## src/rtl/axi_regif_pkg.sv

```systemverilog
// Shared constants, types and address decode helper for the AXI-Lite register array.
package axi_regif_pkg;

  localparam logic [1:0] RESP_OKAY   = 2'b00;
  localparam logic [1:0] RESP_SLVERR = 2'b10;

  // Widest address the decode helper handles; narrower buses are zero-extended.
  localparam int MAX_ADDR_W = 64;
  localparam int IDX_W      = MAX_ADDR_W - 2;

  typedef logic [IDX_W-1:0] reg_idx_t;

  typedef struct packed {
    logic [31:0] data;
    logic [1:0]  resp;
  } rd_rsp_t;

  // Word index of a byte address; the byte offset within the word is dropped.
  function automatic reg_idx_t addr_to_idx(input logic [MAX_ADDR_W-1:0] addr);
    return reg_idx_t'(addr >> 2);
  endfunction

endpackage

```

## src/rtl/axi_regif_wcapture.sv

```systemverilog
// One-deep AW and W holding slots, filled independently and cleared together on commit.
module axi_regif_wcapture #(
  parameter int ADDR_W = 32
) (
  input  logic              clk,
  input  logic              i_rst,
  input  logic              i_ce,
  input  logic [ADDR_W-1:0] i_awaddr,
  input  logic              i_awvalid,
  output logic              o_awready,
  input  logic [31:0]       i_wdata,
  input  logic [3:0]        i_wstrb,
  input  logic              i_wvalid,
  output logic              o_wready,
  input  logic              i_commit,
  output logic              o_aw_full,
  output logic [ADDR_W-1:0] o_aw_addr,
  output logic              o_w_full,
  output logic [31:0]       o_w_data,
  output logic [3:0]        o_w_strb
);

  logic              r_aw_full;
  logic [ADDR_W-1:0] r_aw_addr;
  logic              r_w_full;
  logic [31:0]       r_w_data;
  logic [3:0]        r_w_strb;

  logic w_aw_hs;
  logic w_w_hs;

  assign o_awready = i_ce & ~i_rst & ~r_aw_full;
  assign o_wready  = i_ce & ~i_rst & ~r_w_full;
  assign w_aw_hs   = i_awvalid & o_awready;
  assign w_w_hs    = i_wvalid & o_wready;

  // NOTE: state registers use non-blocking assignments so every flop samples
  // pre-edge values, independent of the order of statements or processes.
  always_ff @(posedge clk) begin
    if (i_rst) begin
      r_aw_full <= 1'b0;
      r_w_full  <= 1'b0;
    end else if (i_ce) begin
      // A commit needs both slots full, so it never coincides with a capture.
      if (w_aw_hs)       r_aw_full <= 1'b1;
      else if (i_commit) r_aw_full <= 1'b0;
      if (w_w_hs)        r_w_full  <= 1'b1;
      else if (i_commit) r_w_full  <= 1'b0;
    end
  end

  // NOTE: payload registers carry no reset; they are only consumed while the
  // matching full flag is set, which is itself reset.
  always_ff @(posedge clk) begin
    if (w_aw_hs) r_aw_addr <= i_awaddr;
    if (w_w_hs) begin
      r_w_data <= i_wdata;
      r_w_strb <= i_wstrb;
    end
  end

  assign o_aw_full = r_aw_full;
  assign o_aw_addr = r_aw_addr;
  assign o_w_full  = r_w_full;
  assign o_w_data  = r_w_data;
  assign o_w_strb  = r_w_strb;

endmodule

```

## src/rtl/axi_regif_array.sv

```systemverilog
// AXI4-Lite slave exposing NUM_REGS 32-bit registers, RW or hardware-sourced RO per bit of RO_MASK.
module axi_regif_array
  import axi_regif_pkg::*;
#(
  parameter int                       NUM_REGS  = 8,
  parameter int                       ADDR_W    = 32,
  parameter logic [NUM_REGS-1:0]      RO_MASK   = '0,
  parameter logic [NUM_REGS*32-1:0]   RESET_VAL = '0
) (
  input  logic                     aclk_s,
  input  logic                     areset_s,
  input  logic                     ce,
  input  logic [ADDR_W-1:0]        awaddr_s,
  input  logic [2:0]               awprot_s,
  input  logic                     awvalid_s,
  output logic                     awready_s,
  input  logic [31:0]              wdata_s,
  input  logic [3:0]               wstrb_s,
  input  logic                     wvalid_s,
  output logic                     wready_s,
  output logic [1:0]               bresp_s,
  output logic                     bvalid_s,
  input  logic                     bready_s,
  input  logic [ADDR_W-1:0]        araddr_s,
  input  logic [2:0]               arprot_s,
  input  logic                     arvalid_s,
  output logic                     arready_s,
  output logic [31:0]              rdata_s,
  output logic [1:0]               rresp_s,
  output logic                     rvalid_s,
  input  logic                     rready_s,
  output logic [NUM_REGS*32-1:0]   regs_o,
  input  logic [NUM_REGS*32-1:0]   regs_i,
  output logic [NUM_REGS-1:0]      wr_pulse_o,
  output logic [NUM_REGS-1:0]      rd_pulse_o
);

  localparam int SEL_W = (NUM_REGS > 1) ? $clog2(NUM_REGS) : 1;

  logic [31:0]       r_regs [NUM_REGS];
  logic              r_bvalid;
  logic [1:0]        r_bresp;
  logic              r_rvalid;
  rd_rsp_t           r_rd;

  logic              w_active;
  logic              w_aw_full;
  logic [ADDR_W-1:0] w_aw_addr;
  logic              w_w_full;
  logic [31:0]       w_w_data;
  logic [3:0]        w_w_strb;
  logic              w_commit;
  reg_idx_t          w_aw_idx;
  logic [SEL_W-1:0]  w_aw_sel;
  logic              w_aw_mapped;
  logic              w_aw_rw;
  logic              w_wr_en;
  logic              w_ar_hs;
  reg_idx_t          w_ar_idx;
  logic [SEL_W-1:0]  w_ar_sel;
  logic              w_ar_mapped;
  rd_rsp_t           w_rd_rsp;
  logic [NUM_REGS-1:0] w_wr_pulse;
  logic [NUM_REGS-1:0] w_rd_pulse;
  logic              w_unused_prot;

  assign w_active      = ce & ~areset_s;
  assign w_unused_prot = ^{awprot_s, arprot_s};

  axi_regif_wcapture #(
    .ADDR_W (ADDR_W)
  ) u_wcapture (
    .clk       (aclk_s),
    .i_rst     (areset_s),
    .i_ce      (ce),
    .i_awaddr  (awaddr_s),
    .i_awvalid (awvalid_s),
    .o_awready (awready_s),
    .i_wdata   (wdata_s),
    .i_wstrb   (wstrb_s),
    .i_wvalid  (wvalid_s),
    .o_wready  (wready_s),
    .i_commit  (w_commit),
    .o_aw_full (w_aw_full),
    .o_aw_addr (w_aw_addr),
    .o_w_full  (w_w_full),
    .o_w_data  (w_w_data),
    .o_w_strb  (w_w_strb)
  );

  // Write decode: only a mapped, non-RO target changes state.
  assign w_aw_idx    = addr_to_idx(MAX_ADDR_W'(w_aw_addr));
  assign w_aw_mapped = w_aw_idx < reg_idx_t'(NUM_REGS);
  assign w_aw_sel    = w_aw_idx[SEL_W-1:0];
  assign w_aw_rw     = w_aw_mapped & ~RO_MASK[w_aw_sel];
  assign w_commit    = w_active & w_aw_full & w_w_full & ~r_bvalid;
  assign w_wr_en     = w_commit & w_aw_rw;

  always_ff @(posedge aclk_s) begin
    if (areset_s) begin
      // RO entries are held at zero so regs_o shows nothing in those lanes.
      for (int i = 0; i < NUM_REGS; i++)
        r_regs[i] <= RO_MASK[i] ? 32'h0 : RESET_VAL[32*i +: 32];
    end else if (w_wr_en) begin
      for (int k = 0; k < 4; k++)
        if (w_w_strb[k]) r_regs[w_aw_sel][8*k +: 8] <= w_w_data[8*k +: 8];
    end
  end

  always_ff @(posedge aclk_s) begin
    if (areset_s) begin
      r_bvalid <= 1'b0;
      r_bresp  <= RESP_OKAY;
    end else if (ce) begin
      if (w_commit) begin
        r_bvalid <= 1'b1;
        r_bresp  <= w_aw_rw ? RESP_OKAY : RESP_SLVERR;
      end else if (bready_s) begin
        r_bvalid <= 1'b0;
      end
    end
  end

  // Read decode; r_regs is sampled before any same-cycle commit lands.
  assign arready_s   = w_active & ~r_rvalid;
  assign w_ar_hs     = arvalid_s & arready_s;
  assign w_ar_idx    = addr_to_idx(MAX_ADDR_W'(araddr_s));
  assign w_ar_mapped = w_ar_idx < reg_idx_t'(NUM_REGS);
  assign w_ar_sel    = w_ar_idx[SEL_W-1:0];

  // NOTE: every always_comb output gets a default first, so no path leaves a
  // value unassigned and no latch is inferred.
  always_comb begin
    w_rd_rsp = '{data: 32'h0, resp: RESP_SLVERR};
    if (w_ar_mapped) begin
      w_rd_rsp.resp = RESP_OKAY;
      w_rd_rsp.data = RO_MASK[w_ar_sel] ? regs_i[32*w_ar_sel +: 32] : r_regs[w_ar_sel];
    end
  end

  always_ff @(posedge aclk_s) begin
    if (areset_s) begin
      r_rvalid <= 1'b0;
      r_rd     <= '0;
    end else if (ce) begin
      if (w_ar_hs) begin
        r_rvalid <= 1'b1;
        r_rd     <= w_rd_rsp;
      end else if (rready_s) begin
        r_rvalid <= 1'b0;
      end
    end
  end

  always_comb begin
    w_wr_pulse = '0;
    w_rd_pulse = '0;
    if (w_wr_en)               w_wr_pulse[w_aw_sel] = 1'b1;
    if (w_ar_hs & w_ar_mapped) w_rd_pulse[w_ar_sel] = 1'b1;
  end

  for (genvar g = 0; g < NUM_REGS; g++) begin : g_regs_o
    assign regs_o[32*g +: 32] = r_regs[g];
  end

  assign bvalid_s   = r_bvalid;
  assign bresp_s    = r_bresp;
  assign rvalid_s   = r_rvalid;
  assign rdata_s    = r_rd.data;
  assign rresp_s    = r_rd.resp;
  assign wr_pulse_o = w_wr_pulse;
  assign rd_pulse_o = w_rd_pulse;

endmodule

```

## config.mk

```make
export PLATFORM = sky130hd
export DESIGN_NAME = axi_regif_array
export DESIGN_NICKNAME = d
export VERILOG_FILES = /design/src/rtl/axi_regif_pkg.sv /design/src/rtl/axi_regif_wcapture.sv /design/src/rtl/axi_regif_array.sv
export SDC_FILE = /design/constraint.sdc
export NUM_CORES = 1
export LEC_CHECK = 0
export ABC_CLOCK_PERIOD_IN_PS = 2900
export CELL_PAD_IN_SITES_DETAIL_PLACEMENT = 0
export CELL_PAD_IN_SITES_GLOBAL_PLACEMENT = 1
export CORE_AREA = 2 2 262 264
export DETAILED_ROUTE_END_ITERATION = 16
export DIE_AREA = 0 0 264 266
export PLACE_DENSITY_LB_ADDON = 0.1
export SYNTH_ARGS = -nofsm -noshare
export SYNTH_HDL_FRONTEND = slang
export SYNTH_HIERARCHICAL = 1
export SYNTH_SLANG_ARGS = --single-unit
```

## constraint.sdc

```tcl
create_clock -name aclk_s -period 2.9 [get_ports aclk_s]
set_input_delay 0.29 -clock aclk_s [delete_from_list [all_inputs] [get_ports aclk_s]]
set_output_delay 0.29 -clock aclk_s [all_outputs]
set_load 0.02 [all_outputs]
```

Word-level counts from Yosys, hierarchy flattened
Memory sizes are Yosys's and may differ from the RTL's. A register that Yosys moved wholly into a read port is not among the register bits.
Cells that the tools add are included.
{"block": "word_totals", "ram_bits": 256, "mem_count": 3, "word_cells": 92, "regBits": 108, "rom_bits": 16, "inputBits": 370}
{"block": "classes", "n_bitwise": 19, "reduce_logical": 13, "shift": 1, "n_lt_le_gt_ge": 6, "n_mux": 40}
{"name": "r_regs", "depth": 8, "word_bits": 32, "read_ports": 9, "rd_ports_with_merged_regs": 0, "wr": 8, "line_no": "axi_regif_array.sv:40", "text": "logic [31:0] r_regs [NUM_REGS];"}
{"name": "(name not given)", "depth": 8, "word_bits": 1, "read_ports": 1, "rd_ports_with_merged_regs": 0, "wr": 0, "line_no": "axi_regif_array.sv:137", "text": "w_rd_rsp.data = RO_MASK[w_ar_sel] ? regs_i[32*w_ar_sel +: 32] : r_regs[w_ar_sel];"}
{"name": "(name not given)", "depth": 8, "word_bits": 1, "read_ports": 1, "rd_ports_with_merged_regs": 1, "wr": 0, "line_no": "axi_regif_array.sv:95", "text": "assign w_aw_rw = w_aw_mapped & ~RO_MASK[w_aw_sel];"}
{"cell": "indexed part select 256 x 9 -> 32 bit", "n": 1}
{"cell": "2-to-1 mux 32 bit", "n": 2}
{"cell": "less-than comparator 30 x 4 -> 1 bit (second input constant)", "n": 2}
{"cell": "2-to-1 mux 34 bit", "n": 1}
{"cell": "OR reduction 32 bit", "n": 1}
{"cell": "2-to-1 mux 1 bit", "n": 29}
{"cell": "2-to-1 mux 8 bit", "n": 2}
{"cell": "bitwise AND 1 bit", "n": 13}
{"cell": "AND reduction 2 bit", "n": 6}
{"cell": "less-than comparator 3 x 4 -> 1 bit (second input constant)", "n": 2}
{"cell": "nonzero test 2 bit", "n": 4}
{"cell": "demux 1 bit (select 3 bit)", "n": 2}
{"cell": ">= comparator 3 x 1 -> 1 bit (second input constant)", "n": 2}
{"cell": "2-to-1 mux 3 bit", "n": 2}
{"cell": "NOT 1 bit", "n": 6}
{"cell": "2-to-1 mux 4 bit", "n": 1}
{"cell": "logical AND 1 bit", "n": 2}
{"cell": "2-to-1 mux 2 bit", "n": 1}

Depth between registers and ports, before layout
Gate-level depths: netlist of run 1.
{"block": "depth", "depth_word": 11, "mapped_depth": 8}

Cells and area by module
Netlist of run 1, hierarchy kept.
{"mod": "axi_regif_array", "area_per_inst_um2": 12854.8, "n_inst": 1, "cells_each": 968, "seq_area_each_um2": 8408.1}
{"mod": "axi_regif_wcapture", "area_per_inst_um2": 2145.8, "n_inst": 1, "cells_each": 79, "seq_area_each_um2": 2082.0}

Least setup slack after synthesis of run 1
No wires, ideal clock.
{"block": "synth_path", "kind": "input to output", "startpoint": "input areset_s", "endpoint": "output wr_pulse_o[0]", "n_path_buf": 3, "path_slack_ns": 0.327, "stages": 8, "arrival_ns": 2.283, "required_time_ns": 2.610, "cell_sequence": "clkbuf_1 nand2b_1 or3_1 nor4_4 nand2_1 clkbuf_1 buf_2 nor2_1"}
{"block": "synth_via", "elab_chain_len": 7}
{"element": "start, declared", "line_no": "axi_regif_array.sv:11", "text": "input logic areset_s,"}
{"element": "NOT 1 bit", "line_no": "axi_regif_array.sv:67", "text": "assign w_active = ce & ~areset_s;"}
{"element": "bitwise AND 1 bit", "line_no": "axi_regif_array.sv:67"}
{"element": "bitwise AND 1 bit (3 in a row)", "line_no": "axi_regif_array.sv:96", "text": "assign w_commit = w_active & w_aw_full & w_w_full & ~r_bvalid;"}
{"element": "bitwise AND 1 bit", "line_no": "axi_regif_array.sv:97", "text": "assign w_wr_en = w_commit & w_aw_rw;"}
{"element": "2-to-1 mux 8 bit", "line_no": "axi_regif_array.sv:158", "text": "if (w_wr_en) w_wr_pulse[w_aw_sel] = 1'b1;"}
{"element": "end, declared", "line_no": "axi_regif_array.sv:34", "text": "output logic [NUM_REGS-1:0] wr_pulse_o,"}
Every way passes these cells.

Worst setup path after layout of run 1
{"block": "layout_path", "startpoint": "register u_wcapture.r_aw_addr[18], in the netlist u_wcapture/o_aw_addr[18]", "endpoint": "output wr_pulse_o[4]"}
{"block": "layout_via", "elab_chain_len": 4}
{"element": "start, declared", "line_no": "axi_regif_wcapture.sv:24", "text": "logic [ADDR_W-1:0] r_aw_addr;"}
{"element": "start signal, assigned", "line_no": "axi_regif_wcapture.sv:55", "text": "if (w_aw_hs) r_aw_addr <= i_awaddr;"}
{"element": "less-than comparator 30 x 4 -> 1 bit", "line_no": "axi_regif_array.sv:93", "text": "assign w_aw_mapped = w_aw_idx < reg_idx_t'(NUM_REGS);"}
{"element": "bitwise AND 1 bit", "line_no": "axi_regif_array.sv:95"}
{"element": "bitwise AND 1 bit", "line_no": "axi_regif_array.sv:97"}
{"element": "2-to-1 mux 8 bit", "line_no": "axi_regif_array.sv:158"}
Every way passes these cells.

==> results of run 1 <==
cell type report:
class	count	area, sq um
clock inverters	21	190
multi-input cells	602	4220
clock buffers	61	1220
repair buffers	481	5060
well taps	882	1100
fillers	6686	45500
flip-flops and latches	360	10400
inverters	3	11.3
diodes	2	5.00
sequential cells by signal, summed over array words and instances (netlist names):
name	count
r_regs	256
u_wcapture/o_w_full	1
rvalid_s	1
u_wcapture/o_w_strb	4
bresp_s	1
u_wcapture/o_aw_addr	30
u_wcapture/o_aw_full	1
u_wcapture/o_w_data	32
bvalid_s	1
rdata_s	32
rresp_s	1
how the worst max path moves through the flow:
| stage | startpoint | to | slack [ps] | depth (start not counted) |
|---|---|---|---|---|
| after floorplan | areset_s | wr_pulse_o[0] | 330 | 8 |
| after global placement | ce | wr_pulse_o[2] | -160 | 8 |
| after detailed placement | araddr_s[23] | rd_pulse_o[0] | -190 | 7 |
| after CTS | rvalid_s | rd_pulse_o[3] | 0.4 | 6 |
| after global routing | u_wcapture/o_aw_addr[23] | wr_pulse_o[0] | 8 | 8 |
| final | u_wcapture/o_aw_addr[18] | wr_pulse_o[4] | 180 | 7 |
power groups by stage:
stage,Clock (mW),Combinational [mW],Sequential (mW)
floorplan,0,0.368,6.14
global placement,0,1.28,6.02
detailed placement,0,1.28,6.02
CTS,5.61,1.28,5.91
global route,5.80,1.33,5.93
finish,5.43,1.26,5.91
per-layer routing:
metal | track usage | vias to the layer above | part of all wire
met5 | 0 | - | 0.00094
li1 | - | 4776 | -
met2 | 0.273 | 411 | 0.45
met4 | 0.0310 | 10 | 0.012
met1 | 0.232 | 5379 | 0.44
met3 | 0.0665 | 59 | 0.095
what timing repair did:
| item | CTS | global route |
|---|---|---|
| hold buffers | 0 | 0 |
| pin swaps | 3 | 5 |
| resized for setup | 19 | 20 |
| setup endpoints to repair | 16 | 11 |
| buffers inserted | 1 | 1 |
| hold endpoints to repair | 0 | 0 |
worst reg2reg max path: stages, from the launching register on:
cell,delay [ps]
edfxtp_1,370
nor4_2,310
nand4_1,250
nor4_4,240
buf_6,180
nand2_2,120
buf_4,400
buf_4,410
nor2_1,110
==> results.sh, run 1 <==
export IMPL_vdd_drop_max_uv=366
export IMPL_tightest_slew_ps=1010
export IMPL_via_per_inst=4.41
export IMPL_ctsLongestPathBuffers=3
export IMPL_r2r_slack_ps=370
export IMPL_maxSlewHeadroom=0.328
export IMPL_mostFrequentLayoutCell="clkdlybuf4s50_1"
export IMPL_hold_viol=0
export IMPL_p_leak_nw=7.53
export IMPL_layout_common_cells="394 x clkdlybuf4s50_1, 322 x edfxtp_1, 306 x nor2_1, 74 x nand2_1, 64 x mux4_2"
export IMPL_antenna_found_initial=7
export IMPL_p_clk_frac=0.431
export IMPL_combPwrFrac=0.100
export IMPL_cp_max_fo=5
export IMPL_die_h_um=266
export IMPL_period_minus_slack_ps=2720
export IMPL_report_final_setup_viol=0
export IMPL_cts_made_buffers=44
export IMPL_synthCells=1045
export IMPL_slowest_stage="edfxtp_1"
export IMPL_dp_slack_ps=-186
export IMPL_numPortBuffers=414
export IMPL_rows=96
export IMPL_drt_iter0_markers=637
export IMPL_first_pass_iters=5
export IMPL_nets=1862
export IMPL_seqPwrFrac=0.469
export IMPL_dp_cells=2326
export IMPL_p_sw_mw=2.97
export IMPL_drc_errors=0
export IMPL_worstSetupPathType="reg -> out"
export IMPL_hold_worst_slack_ps=103
export IMPL_path_clk_slew_ps=60
export IMPL_total_power_mw=12.6
export IMPL_vias=10635
export IMPL_grt_pass1_wl_mm=87.2
export IMPL_worstPathArrival_ps=2430
export IMPL_grtUsageTotal=0.175
export IMPL_swShare=0.236
export IMPL_syn2layout_area_growth_pct=48.8
export IMPL_reg2reg_to="r_regs[4][8]"
export IMPL_cpPeakStageDelay_ps=370
export IMPL_fin_cells=2412
export IMPL_placed_area_sq_um=20800
export IMPL_status="completed"
export IMPL_grt_pass1_vias=11199
export IMPL_core_sq_um=67700
export IMPL_grt_max_degree=65
export IMPL_pwr_density_cell_nw_per_um2=566
export IMPL_cp_top_family="simple AND/OR/NAND/NOR gates"
export IMPL_cap_violations=0
export IMPL_reg2reg_depth=8
export IMPL_h_tree_depth=2
export IMPL_post_route_period_util=0.939
export IMPL_fmax_mhz=367
export IMPL_start_util=0.221
export IMPL_timing_final_ws_setup_ps=178
export IMPL_clk_latency_ps=570
export IMPL_synth_avg_cell_area_sq_um=14.3
export IMPL_min_path_type="in -> reg"
export IMPL_crit_reg2reg_launch="u_wcapture/o_aw_addr[18]"
export IMPL_postRouteAntennaNets=0
export IMPL_gp_congestion=0.774
export IMPL_wire_per_inst_um=25.7
export IMPL_final_area_sq_um=22200
export IMPL_overflow=0
export IMPL_slew_violations=0
export IMPL_holdPathStages=4
export IMPL_p_int_mw=9.62
export IMPL_skew_ps=20.7
export IMPL_hold_path_end="rresp_s[1]"
export IMPL_rsz0062_at_grt="false"
export IMPL_min_from="areset_s"
export IMPL_critPathBufInv=2
export IMPL_synth_area_sq_um=14900
export IMPL_place_hpwl_mm=43.3
export IMPL_crit_chain="nor4_2, nand4_1, nor4_4, buf_6, nand2_2, nor2_1, clkdlybuf4s15_2"
export IMPL_wirelength_mm=61.9
export IMPL_yosysWarningCount=6
export IMPL_tns_ps=0
export IMPL_cts_sink_count=360
export IMPL_fp_dieW_um=264
export IMPL_drive_above_1_share=0.174
export IMPL_worst_endpoint_required_ps=2610
export IMPL_ios=683
export IMPL_fin_util=0.328
export IMPL_start_kind="flop"
export IMPL_endpoint_kind="primary output"
export IMPL_tritoncts="done"
export IMPL_dieArea_sq_um=70200
export IMPL_clockRootBuffer="clkbuf_16"
No activity file was read; power rests on OpenSTA's default activity.
==> run 2: changes to the inputs <==
--- a/config.mk
+++ b/config.mk
@@ -5,12 +5,12 @@
 export SDC_FILE = /design/constraint.sdc
 export NUM_CORES = 1
 export LEC_CHECK = 0
-export ABC_CLOCK_PERIOD_IN_PS = 2900
+export ABC_CLOCK_PERIOD_IN_PS = 2350
 export CELL_PAD_IN_SITES_DETAIL_PLACEMENT = 0
 export CELL_PAD_IN_SITES_GLOBAL_PLACEMENT = 1
-export CORE_AREA = 2 2 262 264
+export CORE_AREA = 2 2 267 269
 export DETAILED_ROUTE_END_ITERATION = 16
-export DIE_AREA = 0 0 264 266
+export DIE_AREA = 0 0 269 271
 export PLACE_DENSITY_LB_ADDON = 0.1
 export SYNTH_ARGS = -nofsm -noshare
 export SYNTH_HDL_FRONTEND = slang
==> constraint.sdc (replaced) <==
create_clock -name aclk_s -period 2.35 [get_ports aclk_s]
set_input_delay 0.235 -clock aclk_s [delete_from_list [all_inputs] [get_ports aclk_s]]
set_output_delay 0.235 -clock aclk_s [all_outputs]
set_load 0.02 [all_outputs]
==> results.sh, run 2 (synthesis gave the netlist of run 1 again) <==
export IMPL_status="complete, but fails checks"
export IMPL_violations="setup timing"
export IMPL_p_leak_nw=7.72
export IMPL_critPathBufInv=2
export IMPL_multi_input_area_sq_um=4360
export IMPL_placed_area_sq_um=21100
export IMPL_h_tree_depth=2
export IMPL_final_area_sq_um=22800
export IMPL_skew_ps=26.4
export IMPL_hold_viol=0
export IMPL_grt_max_degree=65
export IMPL_numPortBuffers=414
export IMPL_maxSlewHeadroom=0.365
export IMPL_worstSetupPathType="reg -> out"
export IMPL_drive_above_1_share=0.195
export IMPL_clk_latency_ps=570
export IMPL_tritoncts="done"
export IMPL_start_kind="flop"
export IMPL_grtUsageTotal=0.172
export IMPL_syn2layout_area_growth_pct=52.5
export IMPL_top_register="r_regs"
export IMPL_drt_iter0_markers=665
export IMPL_grt_pass1_wl_mm=88.3
export IMPL_slew_violations=0
export IMPL_tns_ps=-30680
export IMPL_largest_register_ffs=256
export IMPL_cts_sink_count=360
export IMPL_wirelength_mm=63.9
export IMPL_fmax_mhz=390
export IMPL_report_final_setup_viol=356
export IMPL_tightest_slew_ps=952
export IMPL_vdd_drop_max_uv=434
export IMPL_grt_pass1_vias=11385
export IMPL_rsz0062_at_grt="true"
export IMPL_ios=683
export IMPL_worstPathArrival_ps=2330
export IMPL_clockRootBuffer="clkbuf_16"
export IMPL_nets=1881
export IMPL_cp_top_family="simple AND/OR/NAND/NOR gates"
export IMPL_vias=10765
export IMPL_drc_errors=0
export IMPL_layout_area_seq_sq_um=10400
export IMPL_worst_endpoint_required_ps=2120
export IMPL_gp_congestion=0.784
export IMPL_antenna_found_initial=7
export IMPL_post_route_period_util=1.09
export IMPL_wire_per_inst_um=25.7
export IMPL_place_hpwl_mm=46.1
export IMPL_cpPeakStageDelay_ps=380
export IMPL_cts_made_buffers=45
export IMPL_overflow=0
export IMPL_die_h_um=271
export IMPL_endpoint_kind="primary output"
export IMPL_postRouteAntennaNets=0
export IMPL_period_minus_slack_ps=2570
export IMPL_first_pass_iters=4
export IMPL_core_sq_um=69800
export IMPL_slowest_stage="edfxtp_1"
export IMPL_start_util=0.214
export IMPL_nFillCells=6915
export IMPL_fp_dieW_um=269
export IMPL_mostFrequentLayoutCell="clkdlybuf4s50_1"
export IMPL_rows=97
export IMPL_fin_util=0.326
export IMPL_min_path_type="in -> reg"
export IMPL_pwr_density_cell_nw_per_um2=696
export IMPL_cap_violations=0
export IMPL_hold_worst_slack_ps=188
export IMPL_timing_final_ws_setup_ps=-217
export IMPL_path_clk_slew_ps=60
export IMPL_layout_common_cells="394 x clkdlybuf4s50_1, 322 x edfxtp_1, 299 x nor2_1, 74 x nand2_1, 64 x mux4_2"
export IMPL_ctsLongestPathBuffers=3
export IMPL_dieArea_sq_um=72900
export IMPL_via_per_inst=4.33
export IMPL_cp_max_fo=5
export IMPL_crit_chain="nor4_2, nand4_1, nor4_4, buf_12, nand2_4, nor2_4, buf_6"
run 2: cell types whose count changed in the layout (fill, tap and decap cells not counted), moves of 4 or more:
cell	previous run	this run
nor2_1	306	299
buf_12	36	40
buf_4	33	41
nand2_2	4	0
nor2_4	0	7
buf_6	1	11
clkbuf_2	5	0
run 2: worst paths after layout:
check                        to  cells past startpoint  slack (ps)                     start
hold reg to reg        bvalid_s                      2         500                  bvalid_s
setup / recovery  wr_pulse_o[3]                      7        -220  u_wcapture/o_aw_addr[25]
hold / removal       rdata_s[3]                      3         190                  areset_s
setup reg to reg   r_regs[3][2]                      8        -160  u_wcapture/o_aw_addr[25]
run 2: where the power goes:
part           internal [mW]  switching [mW]
clock network           4.16            2.81
logic                  0.791           0.777
registers               7.16           0.163
run 2: cell type report:
type,instances,area share
Multi-Input combinational cell,602,0.191
Sequential cell,360,0.458
Clock inverter,24,0.0100
Tap cell,940,0.0516
Clock buffer,59,0.0545
Antenna cell,2,0.000220
Inverter,3,0.000494
Timing Repair Buffer,499,0.234
run 2: per-stage QoR:
stage | power, mW | setup WS [ps] | std cells
2_1_floorplan | 8.03 | 69.4 | 1046
3_3_place_gp | 9.05 | -416 | 2398
3_5_place_dp | 9.04 | -429 | 2398
4_1_cts | 16.1 | -324 | 2487
5_1_grt | 16.4 | -375 | 2487
6_report | 15.9 | -217 | 2489
run 2: worst min-delay path, stage by stage:
cell and delay [ps]:
buf_4 130, buf_4 230, nor2_1 120
run 2: routing by layer:
layer  wire length [um]  global-route usage
met3               4910              0.0517
met1              29200               0.237
met2              28400               0.264
met4               1370              0.0421
met5                 39                   0
run 2: repair_timing:
action,CTS,global route
hold endpoints to repair,3,0
setup endpoints to repair,504,482
cloned,2,0
setup buffers,3,0
pin swaps,8,1
hold buffers,1,0
gates resized for setup,89,8
